==> src/rtl/srambank_ctrl_512x74.sv <==
`default_nettype none
// ==== srambank_ctrl_512x74 : read / masked-write front end for the 512x74 SRAM bank ====
// ==== partial writes run as read-modify-write; 2-entry response FIFO    (rev 1.0) ====
module srambank_ctrl_512x74 #(
  parameter int ADDR_W    = 9,
  parameter int DATA_W    = 74,
  parameter int RSP_DEPTH = 2
) (
  input  logic              clk,
  input  logic              rst_n,
  input  logic              req_valid,
  output logic              req_ready,
  input  logic              req_write,
  input  logic [ADDR_W-1:0] req_addr,
  input  logic [DATA_W-1:0] req_wdata,
  input  logic [DATA_W-1:0] req_wmask,
  output logic              rsp_valid,
  input  logic              rsp_ready,
  output logic [DATA_W-1:0] rsp_rdata,
  output logic [ADDR_W-1:0] ADDRESS,
  output logic [DATA_W-1:0] wd,
  output logic              banksel,
  output logic              read,
  output logic              write,
  input  logic [DATA_W-1:0] dataout
);

  typedef enum logic [0:0] {
    IDLE  = 1'b0,
    MERGE = 1'b1
  } state_t;

  state_t              state;
  logic                rd_pending;
  logic [ADDR_W-1:0]   addr_q;
  logic [DATA_W-1:0]   wdata_q;
  logic [DATA_W-1:0]   mask_q;

  logic [DATA_W-1:0]   buf_q [2];
  logic                rd_ptr;
  logic                wr_ptr;
  logic [1:0]          count;

  logic                accept;
  logic                full_wr;
  logic                push;
  logic                pop;
  logic [2:0]          occ;

  assign rsp_valid = (count != 2'd0);
  assign rsp_rdata = buf_q[rd_ptr];
  assign pop       = rsp_valid & rsp_ready;
  assign push      = rd_pending;

  // Occupancy once this cycle settles: a read may only issue if its data has a slot.
  assign occ       = {1'b0, count} + {2'b00, rd_pending} - {2'b00, pop};
  assign req_ready = rst_n & (state == IDLE) & (occ < 3'(RSP_DEPTH));
  assign accept    = req_valid & req_ready;
  assign full_wr   = &req_wmask;

  always_comb begin
    read    = 1'b0;
    write   = 1'b0;
    ADDRESS = '0;
    wd      = '0;
    if (state == MERGE) begin
      write   = 1'b1;
      ADDRESS = addr_q;
      wd      = (dataout & ~mask_q) | (wdata_q & mask_q);
    end else if (accept) begin
      ADDRESS = req_addr;
      if (req_write && full_wr) begin
        write = 1'b1;
        wd    = req_wdata;
      end else begin
        read = 1'b1;
      end
    end
  end

  assign banksel = read | write;

  always_ff @(posedge clk or negedge rst_n) begin
    if (!rst_n) begin
      state      <= IDLE;
      rd_pending <= 1'b0;
      addr_q     <= '0;
      wdata_q    <= '0;
      mask_q     <= '0;
    end else begin
      rd_pending <= accept & ~req_write;
      case (state)
        IDLE: begin
          if (accept && req_write && !full_wr) begin
            state   <= MERGE;
            addr_q  <= req_addr;
            wdata_q <= req_wdata;
            mask_q  <= req_wmask;
          end
        end
        MERGE:   state <= IDLE;
        default: state <= IDLE;
      endcase
    end
  end

  always_ff @(posedge clk or negedge rst_n) begin
    if (!rst_n) begin
      rd_ptr   <= 1'b0;
      wr_ptr   <= 1'b0;
      count    <= 2'd0;
      buf_q[0] <= '0;
      buf_q[1] <= '0;
    end else begin
      if (push) begin
        buf_q[wr_ptr] <= dataout;
        wr_ptr        <= ~wr_ptr;
      end
      if (pop) rd_ptr <= ~rd_ptr;
      case ({push, pop})
        2'b10:   count <= count + 2'd1;
        2'b01:   count <= count - 2'd1;
        default: count <= count;
      endcase
    end
  end

endmodule
`default_nettype wire
==> config.mk <==
export PLATFORM = sky130hd
export DESIGN_NAME = srambank_ctrl_512x74
export DESIGN_NICKNAME = d
export VERILOG_FILES = /design/src/rtl/srambank_ctrl_512x74.sv
export SDC_FILE = /design/constraint.sdc
export NUM_CORES = 1
export LEC_CHECK = 0
export BUFFER_PORTS_ARGS = -buffer_cell sky130_fd_sc_hd__buf_2
export CELL_PAD_IN_SITES_DETAIL_PLACEMENT = 1
export CELL_PAD_IN_SITES_GLOBAL_PLACEMENT = 2
export CORE_ASPECT_RATIO = 2
export CORE_MARGIN = 4
export CORE_UTILIZATION = 34
export DETAILED_ROUTE_END_ITERATION = 16
export PLACE_DENSITY = 0.91
export SLEW_MARGIN = 20
export SYNTH_ARGS = -nofsm -noshare
export SYNTH_HDL_FRONTEND = slang
export SYNTH_SLANG_ARGS = --single-unit
==> constraint.sdc <==
create_clock -name clk -period 4.2 [get_ports clk]
set_input_delay 0.42 -clock clk [delete_from_list [all_inputs] [get_ports clk]]
set_output_delay 0.42 -clock clk [all_outputs]
set_load 0.02 [all_outputs]
==> results.sh, run 1 <==
export IMPL_synth_simple_gate_area_share_pct=5.53
export IMPL_cts_path_max_buffers=3
export IMPL_die_area_sq_um=46100
export IMPL_clk_pin_slew_ns=0.06
export IMPL_gr_total_overflow=0
export IMPL_port_buffers=397
export IMPL_synth_area_leaders="dfrtp_1 54%, mux2_2 26%, o2bb2ai_1 4.5%"
export IMPL_max_slew_worst_pin_slew_ns=1.07
export IMPL_cp_start_kind="register"
export IMPL_yosysTopAreaCellShare_pct=53.9
export IMPL_power_density_nw_per_um2=734
export IMPL_grt_antenna_before_repair=11
export IMPL_synth_area_sq_um=14400
export IMPL_num_vias=11006
export IMPL_worstSkewPairLatency_ns=0.56
export IMPL_dpl_cell_area_sq_um=17000
export IMPL_grt_pass1_wl_microns=78600
export IMPL_netlist_instances=1127
export IMPL_routedWlPerCell_microns=25.3
export IMPL_use_met1_pct=23.6
export IMPL_p_leak_nw=8.43
export IMPL_post_synth_xor_area_fraction_pct=0.303
export IMPL_relSlewSlack_pct=28.8
export IMPL_grtUsageMet3_pct=3.96
export IMPL_ys_ff_latch=311
export IMPL_pre_cts_ws_ns=0.231
export IMPL_synth_seq_area_share_pct=53.9
export IMPL_maxCapViolCount=0
export IMPL_design_area_sq_um=18800
export IMPL_gp_congestion=0.849
export IMPL_hold_class="in2reg"
export IMPL_start_util_pct=34.5
export IMPL_arrival_ns=3.63
export IMPL_num_nets_final=1757
export IMPL_yosys_area_top_type="dfrtp_1"
export IMPL_ys_warn_count=0
export IMPL_synthAdderAreaFrac_pct=0.312
export IMPL_routed_wl_microns=52800
export IMPL_layout_drive_gt1_share_pct=57.3
export IMPL_layout_area_seq_sq_um=7790
export IMPL_coreArea_sq_um=41900
export IMPL_synth_compound_gate_area_share_pct=7.79
export IMPL_cts_sinks=311
export IMPL_worst_ir_drop_vdd_v=0.000417
export IMPL_hold_depth=2
export IMPL_fin_hold_ws_ns=0.0846
export IMPL_status="finished clean"
export IMPL_fp_dieW_microns=154
export IMPL_finalHoldViolations=0
export IMPL_drtAntennaViolNets=0
export IMPL_cts_tree="done"
export IMPL_synth_top_family_by_area="multiplexers"
export IMPL_fin_total_pwr_mw=13.8
export IMPL_clockRootBuffer="clkbuf_16"
export IMPL_fillers=4528
export IMPL_dr_first_iter_drc_count=331
export IMPL_grt_busiest_layer="met2"
export IMPL_h_tree_depth=1
export IMPL_dr_pass1_iters=4
export IMPL_globalRouteMet2Util_pct=41.1
export IMPL_cts_made_buffers=30
export IMPL_final_period_utilization_pct=96.4
export IMPL_grt_pass1_vias=12571
export IMPL_dp_hpwl_microns=35700
export IMPL_synth_mux_area_share_pct=29.5
export IMPL_grt_max_degree=153
export IMPL_fin_crit_ns=4.05
export IMPL_avgSynthCellArea_sq_um=12.8
export IMPL_setup_ws_ns=0.153
export IMPL_final_common_cell="buf_2"
export IMPL_setup_viol=0
export IMPL_crit_fanout=7
export IMPL_fin_util_pct=44.8
export IMPL_yosysUniqueCellTypes=30
export IMPL_synth_nets=1366
export IMPL_layout_common_cells="346 x buf_2, 339 x mux2_2, 308 x dfrtp_1"
export IMPL_cp_required_ns=3.78
export IMPL_worst_setup_path_end_kind="output pin"
export IMPL_area_growth_pct=30.1
export IMPL_finClkSkew_ns=0.00984
export IMPL_via_per_inst=5.26
export IMPL_multiInputGateArea_sq_um=6500
export IMPL_grt_setup_unrepaired="no"
export IMPL_crit_type="reg2out"
export IMPL_drc_errors=0
export IMPL_timing_fmax_mhz=247
export IMPL_die_h_microns=300
export IMPL_slew_violations=0
export IMPL_pin_count=398
export IMPL_rows=106
export IMPL_track_usage_pct=22.3
export IMPL_reg2reg_depth=15
-- routing by layer --
layer	part of all wire, %	up-vias
met5	0.025	-
met4	5.7	2
met3	5.0	117
met2	54	379
met1	35	5650
li1	-	4858
-- synthesized netlist by cell type --
cell type / number
nor2_1: 1
buf_2: 15
ha_1: 2
o2bb2ai_1: 74
nand2_1: 152
xnor2_1: 2
nor2b_1: 1
buf_4: 6
nand2b_1: 2
nor4_1: 3
a21o_1: 1
or4_4: 1
buf_6: 5
dfrtp_1: 311
a22o_1: 9
and2_1: 2
clkbuf_1: 50
mux2_2: 339
or2_2: 3
nand4_1: 19
o21ai_2: 1
inv_1: 4
nor3_1: 2
nor4b_2: 1
o21ai_0: 75
mux2_1: 40
buf_1: 1
xor2_1: 3
fa_1: 1
a21boi_0: 1
-- layout make-up --
class / count / share of cell area [%]
Tap cell: 540 / 3.60
Multi-Input combinational cell: 735 / 34.6
Sequential cell: 311 / 41.5
Clock inverter: 9 / 0.593
Clock buffer: 47 / 4.98
Timing Repair Buffer: 436 / 14.6
Inverter: 4 / 0.0799
Antenna cell: 9 / 0.120
-- cells by family after synthesis --
logic type / after synthesis
simple gates: 187
mux: 379
fa+ha+maj: 3
compound gates: 161
flops: 311
buf+inv: 81
xor+xnor: 5
-- report_power, final --
part           switching (mW)  total [mW]  internal, mW
registers               0.967        5.43          4.46
clock network            1.19        2.85          1.65
logic                    2.69        5.51          2.82
total                    4.85        13.8          8.94
-- final timing paths --
path,startpoint,endpoint,slack (ns)
worst max-delay path,count[0],wd[40],0.15
min in group asynchronous,rst_n,buf_q[17],0.41
worst min-delay path,req_wmask[28],mask_q[28],0.08
worst max register to register,count[0],mask_q[32],0.47
max in group asynchronous,rst_n,mask_q[53],1.99
worst min register to register,wdata_q[56],wdata_q[56],0.49
-- state kept, by name, summed over array words and instances (netlist names) --
name,flops
addr_q,9
buf_q,148
count,2
mask_q,74
push,1
rd_ptr,1
state,1
wdata_q,74
wr_ptr,1
-- critical path: stages (launching register included) --
cell	delay, ns
dfrtp_1	0.39
or2_4	0.25
and2_4	0.15
ha_4	0.23
nand2b_4	0.14
fa_2	0.52
nand2_2	0.08
nor4b_4	0.25
and2_4	0.21
buf_12	0.11
buf_6	0.11
clkbuf_16	0.19
nand2_1	0.08
o21ai_1	0.14
buf_2	0.19
-- stage by stage --
stage | std cells | TNS (ns)
6_report | 2091 | 0
5_1_grt | 2091 | 0
4_1_cts | 2078 | -0.250
3_5_place_dp | 2006 | 0
3_3_place_gp | 2006 | 0
2_1_floorplan | 1127 | 0
-- what timing repair did --
action                                  CTS  global route
hold buffers                              2             0
hold endpoints to repair                 24             0
cloned                                    6             1
buffers inserted                          8             3
endpoints found under the setup margin   75            74
resized for setup                       100            81
pin swaps                                 4             7
Note: power is estimated with default switching activity, not from simulation.
==> inputs of run 2 (changes only) <==
--- a/config.mk
+++ b/config.mk
@@ -10,9 +10,9 @@
 export CELL_PAD_IN_SITES_GLOBAL_PLACEMENT = 2
 export CORE_ASPECT_RATIO = 2
 export CORE_MARGIN = 4
-export CORE_UTILIZATION = 34
+export CORE_UTILIZATION = 31
 export DETAILED_ROUTE_END_ITERATION = 16
-export PLACE_DENSITY = 0.91
+export PLACE_DENSITY = 0.88
 export SLEW_MARGIN = 20
 export SYNTH_ARGS = -nofsm -noshare
 export SYNTH_HDL_FRONTEND = slang
==> constraint.sdc (replaced) <==
create_clock -name clk -period 3.3 [get_ports clk]
set_input_delay 0.33 -clock clk [delete_from_list [all_inputs] [get_ports clk]]
set_output_delay 0.33 -clock clk [all_outputs]
set_load 0.02 [all_outputs]
==> run 2 against run 1 <==
  * The flow now finishes with violations (negative setup slack)
  * Critical path depth stayed put
  * Clock power is 26% higher
  * Hold slack worse by 0.063 ns
  * Total power is 46% higher
  * Largest cell class is now multi-input gates
==> results.sh, run 2 (same netlist as run 1, synthesis figures left out) <==
export IMPL_num_nets_final=1956
export IMPL_h_tree_depth=1
export IMPL_dr_first_iter_drc_count=498
export IMPL_crit_type="reg2out"
export IMPL_cts_path_max_buffers=3
export IMPL_pin_count=398
export IMPL_grt_pass1_wl_microns=92900
export IMPL_routedWlPerCell_microns=29.6
export IMPL_grt_setup_unrepaired="yes"
export IMPL_hold_class="in2reg"
export IMPL_final_period_utilization_pct=122
export IMPL_gp_congestion=0.832
export IMPL_worstSkewPairLatency_ns=0.59
export IMPL_track_usage_pct=24.4
export IMPL_coreArea_sq_um=46000
export IMPL_timing_fmax_mhz=248
export IMPL_port_buffers=397
export IMPL_status="finished, violations left"
export IMPL_grt_pass1_vias=14289
export IMPL_die_h_microns=313
export IMPL_cts_made_buffers=31
export IMPL_gr_total_overflow=0
export IMPL_layout_drive_gt1_share_pct=67.3
export IMPL_setup_tns_ns=-119.88
export IMPL_clockRootBuffer="clkbuf_16"
export IMPL_worst_ir_drop_vdd_v=0.000549
export IMPL_grt_antenna_before_repair=15
export IMPL_fin_crit_ns=4.03
export IMPL_largest_registers="buf_q: 148 flops, mask_q: 74 flops, wdata_q: 74 flops"
export IMPL_largest_register_ffs=148
export IMPL_finalHoldViolations=0
export IMPL_relSlewSlack_pct=33.1
export IMPL_setup_viol=244
export IMPL_num_vias=12496
export IMPL_cts_sinks=311
export IMPL_grt_max_degree=79
export IMPL_drc_errors=0
export IMPL_fin_total_pwr_mw=20.1
export IMPL_ff2ff_setup_slack_ns=-0.56
export IMPL_layout_common_cells="338 x mux2_2, 309 x dfrtp_1, 309 x buf_2"
export IMPL_cp_slowest_stage_delay_ns=0.41
export IMPL_routed_wl_microns=70200
export IMPL_cp_start_kind="register"
export IMPL_top_register="buf_q"
export IMPL_crit_fanout=5
export IMPL_fp_dieW_microns=161
export IMPL_max_slew_worst_pin_slew_ns=1.00
export IMPL_arrival_ns=3.70
export IMPL_die_area_sq_um=50300
export IMPL_violations="negative setup slack"
export IMPL_cpMaxStageDelayCell="dfrtp_1"
export IMPL_final_common_cell="mux2_2"
export IMPL_cp_required_ns=2.97
export IMPL_slew_violations=0
export IMPL_crit_chain="or2_4 > and2_4 > ha_4 > nand2b_4 > fa_2 > xor2_4 > nor4b_4 > and2_4 > buf_12 > buf_12 > buf_16 > nand2_2 > o21ai_2 > buf_6"
export IMPL_clk_pin_slew_ns=0.08
export IMPL_start_util_pct=31.4
export IMPL_via_per_inst=5.27
export IMPL_power_density_nw_per_um2=847
export IMPL_p_leak_nw=10.5
export IMPL_cts_tree="done"
export IMPL_dp_hpwl_microns=39500
export IMPL_drtAntennaViolNets=0
export IMPL_maxCapViolCount=0
export IMPL_worst_setup_path_end_kind="output pin"
export IMPL_rows=111
export IMPL_setup_ws_ns=-0.728
export IMPL_finClkSkew_ns=0.0307
export IMPL_area_growth_pct=64.0
export IMPL_dr_pass1_iters=5
==> run 2: changes by cell type in the layout (fill, tap and decap cells not counted), moves of 25 or more <==
cell / previous run / this run
buf_12: 10 / 35
buf_2: 346 / 309
buf_6: 11 / 94
dlygate4sd3_1: 1 / 113
mux2_1: 40 / 0
mux2_4: 0 / 41
nand2_1: 136 / 79
nand2_4: 1 / 33
o21ai_1: 31 / 0
o21ai_4: 2 / 56
o2bb2ai_1: 74 / 14
o2bb2ai_2: 0 / 29
o2bb2ai_4: 0 / 31
==> run 2: worst max-delay path: cells and delay by family (launching register included) <==
family / cells / cell delay (ns)
buffers and inverters: 4 / 0.56
and+or+nand+nor: 6 / 1.15
AOI/OAI and AO/OA: 1 / 0.19
xor gates and xnor gates: 1 / 0.19
adders and majority gates: 2 / 0.60
DFF: 1 / 0.41
==> run 2: power breakdown <==
part / leakage (nW) / switching, mW / internal, mW
logic: 6.25 / 4.42 / 5.05
clock network: 0.475 / 1.64 / 1.95
registers: 3.75 / 1.34 / 5.68
total: 10.5 / 7.40 / 12.7
==> run 2: path summary, 6_finish.rpt <==
kind,from,to,cells past startpoint
setup / recovery,count[1],wd[1],14
max in group asynchronous,rst_n,buf_q[106],5
hold reg to reg,wdata_q[5],wdata_q[5],1
hold / removal,req_wdata[5],wdata_q[5],3
setup reg to reg,count[1],mask_q[26],18
min in group asynchronous,rst_n,buf_q[98],3
==> run 2: cell type report <==
type / count / area (sq um)
Antenna cell: 11 / 27.5
Clock buffer: 43 / 851
Clock inverter: 12 / 119
Fill cell: 4527 / 22300
Inverter: 4 / 15.0
Multi-Input combinational cell: 735 / 8510
Sequential cell: 311 / 7790
Tap cell: 621 / 777
Timing Repair Buffer: 634 / 5610
==> run 2: per-layer routing <==
layer  share of wire [%]  GRT usage (%)
met5               0.038              0
met4                 6.7           15.1
met1                  34           25.7
met3                 4.8           4.58
met2                  54           44.5
==> run 2: repair_timing <==
| item | CTS | global route |
|---|---|---|
| endpoints found under the hold margin | 172 | 0 |
| pin swaps | 25 | 29 |
| hold buffers | 114 | 0 |
| gates resized for setup | 328 | 190 |
| cloned | 20 | 13 |
| setup endpoints to repair | 164 | 245 |
| setup buffers | 35 | 20 |
==> run 2: through the flow <==
stage	hold WS [ns]	util (%)	cells	area, sq um	setup WS (ns)
after global routing	0.000837	51.5	2369	23700	-0.819
after global placement	0.222	39.4	2115	18100	0.00594
after CTS	0.000501	48.2	2338	22200	-0.636
after floorplan	0.0344	-	1127	15100	0.000583
final	0.0216	51.6	2371	23700	-0.728
after detailed placement	0.228	39.4	2115	18100	-0.0615
==> inputs of run 3 (changes only) <==
--- a/config.mk
+++ b/config.mk
@@ -13,6 +13,7 @@
 export CORE_UTILIZATION = 31
 export DETAILED_ROUTE_END_ITERATION = 16
 export PLACE_DENSITY = 0.88
+export RECOVER_POWER = 100
 export SLEW_MARGIN = 20
 export SYNTH_ARGS = -nofsm -noshare
 export SYNTH_HDL_FRONTEND = slang
==> run 3 against run 2 <==
  * Sequential power hardly changed
  * The run ends with max-capacitance violations, max-slew violations, negative setup slack left
  * Non-clock buffer count unchanged
  * Die area stayed put
  * Global-route usage is the same
  * Setup slack better by 0.00089 ns
  * Final cell count unchanged
==> results.sh, run 3 (same netlist as run 1, synthesis figures left out) <==
export IMPL_status="finished, violations left"
export IMPL_violations="max-capacitance violations, max-slew violations, negative setup slack"
export IMPL_cts_sinks=311
export IMPL_crit_buf_inv=4
export IMPL_cp_start_kind="register"
export IMPL_r2r_end="mask_q[26]"
export IMPL_gp_congestion=0.832
export IMPL_rows=111
export IMPL_die_h_microns=313
export IMPL_ff2ff_setup_slack_ns=-0.56
export IMPL_hold_depth=3
export IMPL_max_slew_worst_pin_slew_ns=2.12
export IMPL_num_vias=12573
export IMPL_cp_slowest_stage_delay_ns=0.40
export IMPL_hold_class="in2reg"
export IMPL_grt_busiest_layer="met2"
export IMPL_coreArea_sq_um=46000
export IMPL_grt_max_degree=79
export IMPL_grt_pass1_vias=14289
export IMPL_timing_fmax_mhz=248
export IMPL_relSlewSlack_pct=-41.4
export IMPL_clockRootBuffer="clkbuf_16"
export IMPL_area_growth_pct=63.9
export IMPL_track_usage_pct=24.4
export IMPL_routedWlPerCell_microns=29.6
export IMPL_start_util_pct=31.4
export IMPL_num_nets_final=1956
export IMPL_crit_fanout=5
export IMPL_drtAntennaViolNets=0
export IMPL_min_to="wdata_q[5]"
export IMPL_min_from="req_wdata[5]"
export IMPL_largest_registers="buf_q: 148 flops, mask_q: 74 flops, wdata_q: 74 flops"
export IMPL_final_period_utilization_pct=122
export IMPL_finalHoldViolations=0
export IMPL_via_per_inst=5.30
export IMPL_cts_tree="done"
export IMPL_fillers=4532
export IMPL_worst_ir_drop_vdd_v=0.000550
export IMPL_largest_register_ffs=148
export IMPL_clk_pin_slew_ns=0.08
export IMPL_routed_wl_microns=70200
export IMPL_grt_setup_unrepaired="yes"
export IMPL_arrival_ns=3.70
export IMPL_worst_setup_path_end_kind="output pin"
export IMPL_p_leak_nw=10.5
export IMPL_dp_hpwl_microns=39500
export IMPL_gr_total_overflow=0
export IMPL_dr_first_iter_drc_count=480
export IMPL_final_cells=2371
export IMPL_pin_count=398
export IMPL_use_met1_pct=25.7
export IMPL_crit_type="reg2out"
export IMPL_drc_errors=0
export IMPL_setup_ws_ns=-0.727
export IMPL_die_area_sq_um=50300
export IMPL_reg2reg_depth=18
export IMPL_crit_chain="or2_4 > and2_4 > ha_4 > nand2b_4 > fa_2 > xor2_4 > nor4b_4 > and2_4 > buf_12 > buf_12 > buf_16 > nand2_2 > o21ai_2 > buf_6"
export IMPL_layout_drive_gt1_share_pct=67.2
export IMPL_cts_made_buffers=31
export IMPL_cpMaxStageDelayCell="dfrtp_1"
export IMPL_layout_common_cells="338 x mux2_2, 309 x dfrtp_1, 309 x buf_2"
export IMPL_r2r_start="count[1]"
export IMPL_grt_antenna_before_repair=15
export IMPL_cts_path_max_buffers=3
export IMPL_grt_pass1_wl_microns=92900
export IMPL_power_density_nw_per_um2=848
export IMPL_setup_viol=317
export IMPL_path_delay_family="simple AND/OR/NAND/NOR gates"
export IMPL_fin_crit_ns=4.03
export IMPL_finClkSkew_ns=0.0303
export IMPL_h_tree_depth=1
export IMPL_dr_pass1_iters=8
export IMPL_port_buffers=397
export IMPL_globalRouteMet2Util_pct=44.5
export IMPL_maxCapViolCount=2
export IMPL_worstSkewPairLatency_ns=0.59
export IMPL_fp_dieW_microns=161
export IMPL_cp_required_ns=2.97
export IMPL_final_common_cell="mux2_2"
export IMPL_placed_cells=2115
export IMPL_slew_violations=68
export IMPL_grtUsageMet3_pct=4.58
export IMPL_setup_tns_ns=-131.24
export IMPL_top_register="buf_q"
run 3: cell count changes in the layout (fill, tap and decap cells not counted):
| cell | before | now |
|---|---|---|
| buf_4 | 48 | 46 |
| clkbuf_1 | 9 | 12 |
| buf_12 | 35 | 34 |
run 3: report_power, final:
part	switching (mW)	total (mW)	internal [mW]
registers	1.34	7.02	5.68
logic	4.42	9.46	5.04
clock network	1.64	3.60	1.95
run 3: worst max-delay path by stage:
stage,from,endpoint,slack (ns),depth (start not counted)
finish,count[1],wd[1],-0.73,14
global route,count[1],wd[1],-0.82,14
CTS,count[0],wd[3],-0.64,14
detailed placement,count[1],mask_q[34],-0.06,12
global placement,count[1],wd[60],0.006,12
floorplan,count[1],wd[24],0.0006,13
run 3: tightest hold or removal path, cell delays in order:
cell and delay [ns]:
buf_2 0.11, nand2_4 0.06, o2bb2ai_1 0.06
run 3: stage by stage:
step,instance area (sq um),utilization (%),hold slack (ns),total power [mW],worst slack (ns)
floorplan,15100,-,0.0344,11.4,0.000583
global placement,18100,39.4,0.222,13.5,0.00594
detailed placement,18100,39.4,0.228,13.9,-0.0615
CTS,22200,48.2,0.000501,18.8,-0.636
global route,23700,51.5,0.000837,20.9,-0.819
finish,23700,51.5,0.0222,20.1,-0.727
run 3: what timing repair did:
action / 4_1_cts / 5_1_grt
endpoints found under the setup margin: 164 / 245
hold endpoints to repair: 172 / 0
pin swaps: 25 / 29
resized for setup: 328 / 190
hold buffers: 114 / 0
cloned: 20 / 13
setup buffers: 35 / 20
run 3: cell type report:
cell class / instances / area [sq um] / share of cell area [%]
clock buffer: 43 / 851 / 3.59
antenna: 11 / 27.5 / 0.116
timing repair buffer: 634 / 5590 / 23.6
inverter: 4 / 15.0 / 0.0634
tap: 621 / 777 / 3.28
clock inverter: 12 / 119 / 0.502
multi-input combinational: 735 / 8510 / 35.9
sequential: 311 / 7790 / 32.9
run 3: routing by layer:
layer / up-vias / share of wire [%] / wire, microns
li1: 5271 / - / -
met1: 6503 / 34 / 24000
met2: 572 / 54 / 37900
met3: 223 / 4.9 / 3480
met4: 4 / 6.8 / 4810
met5: - / 0.038 / 27
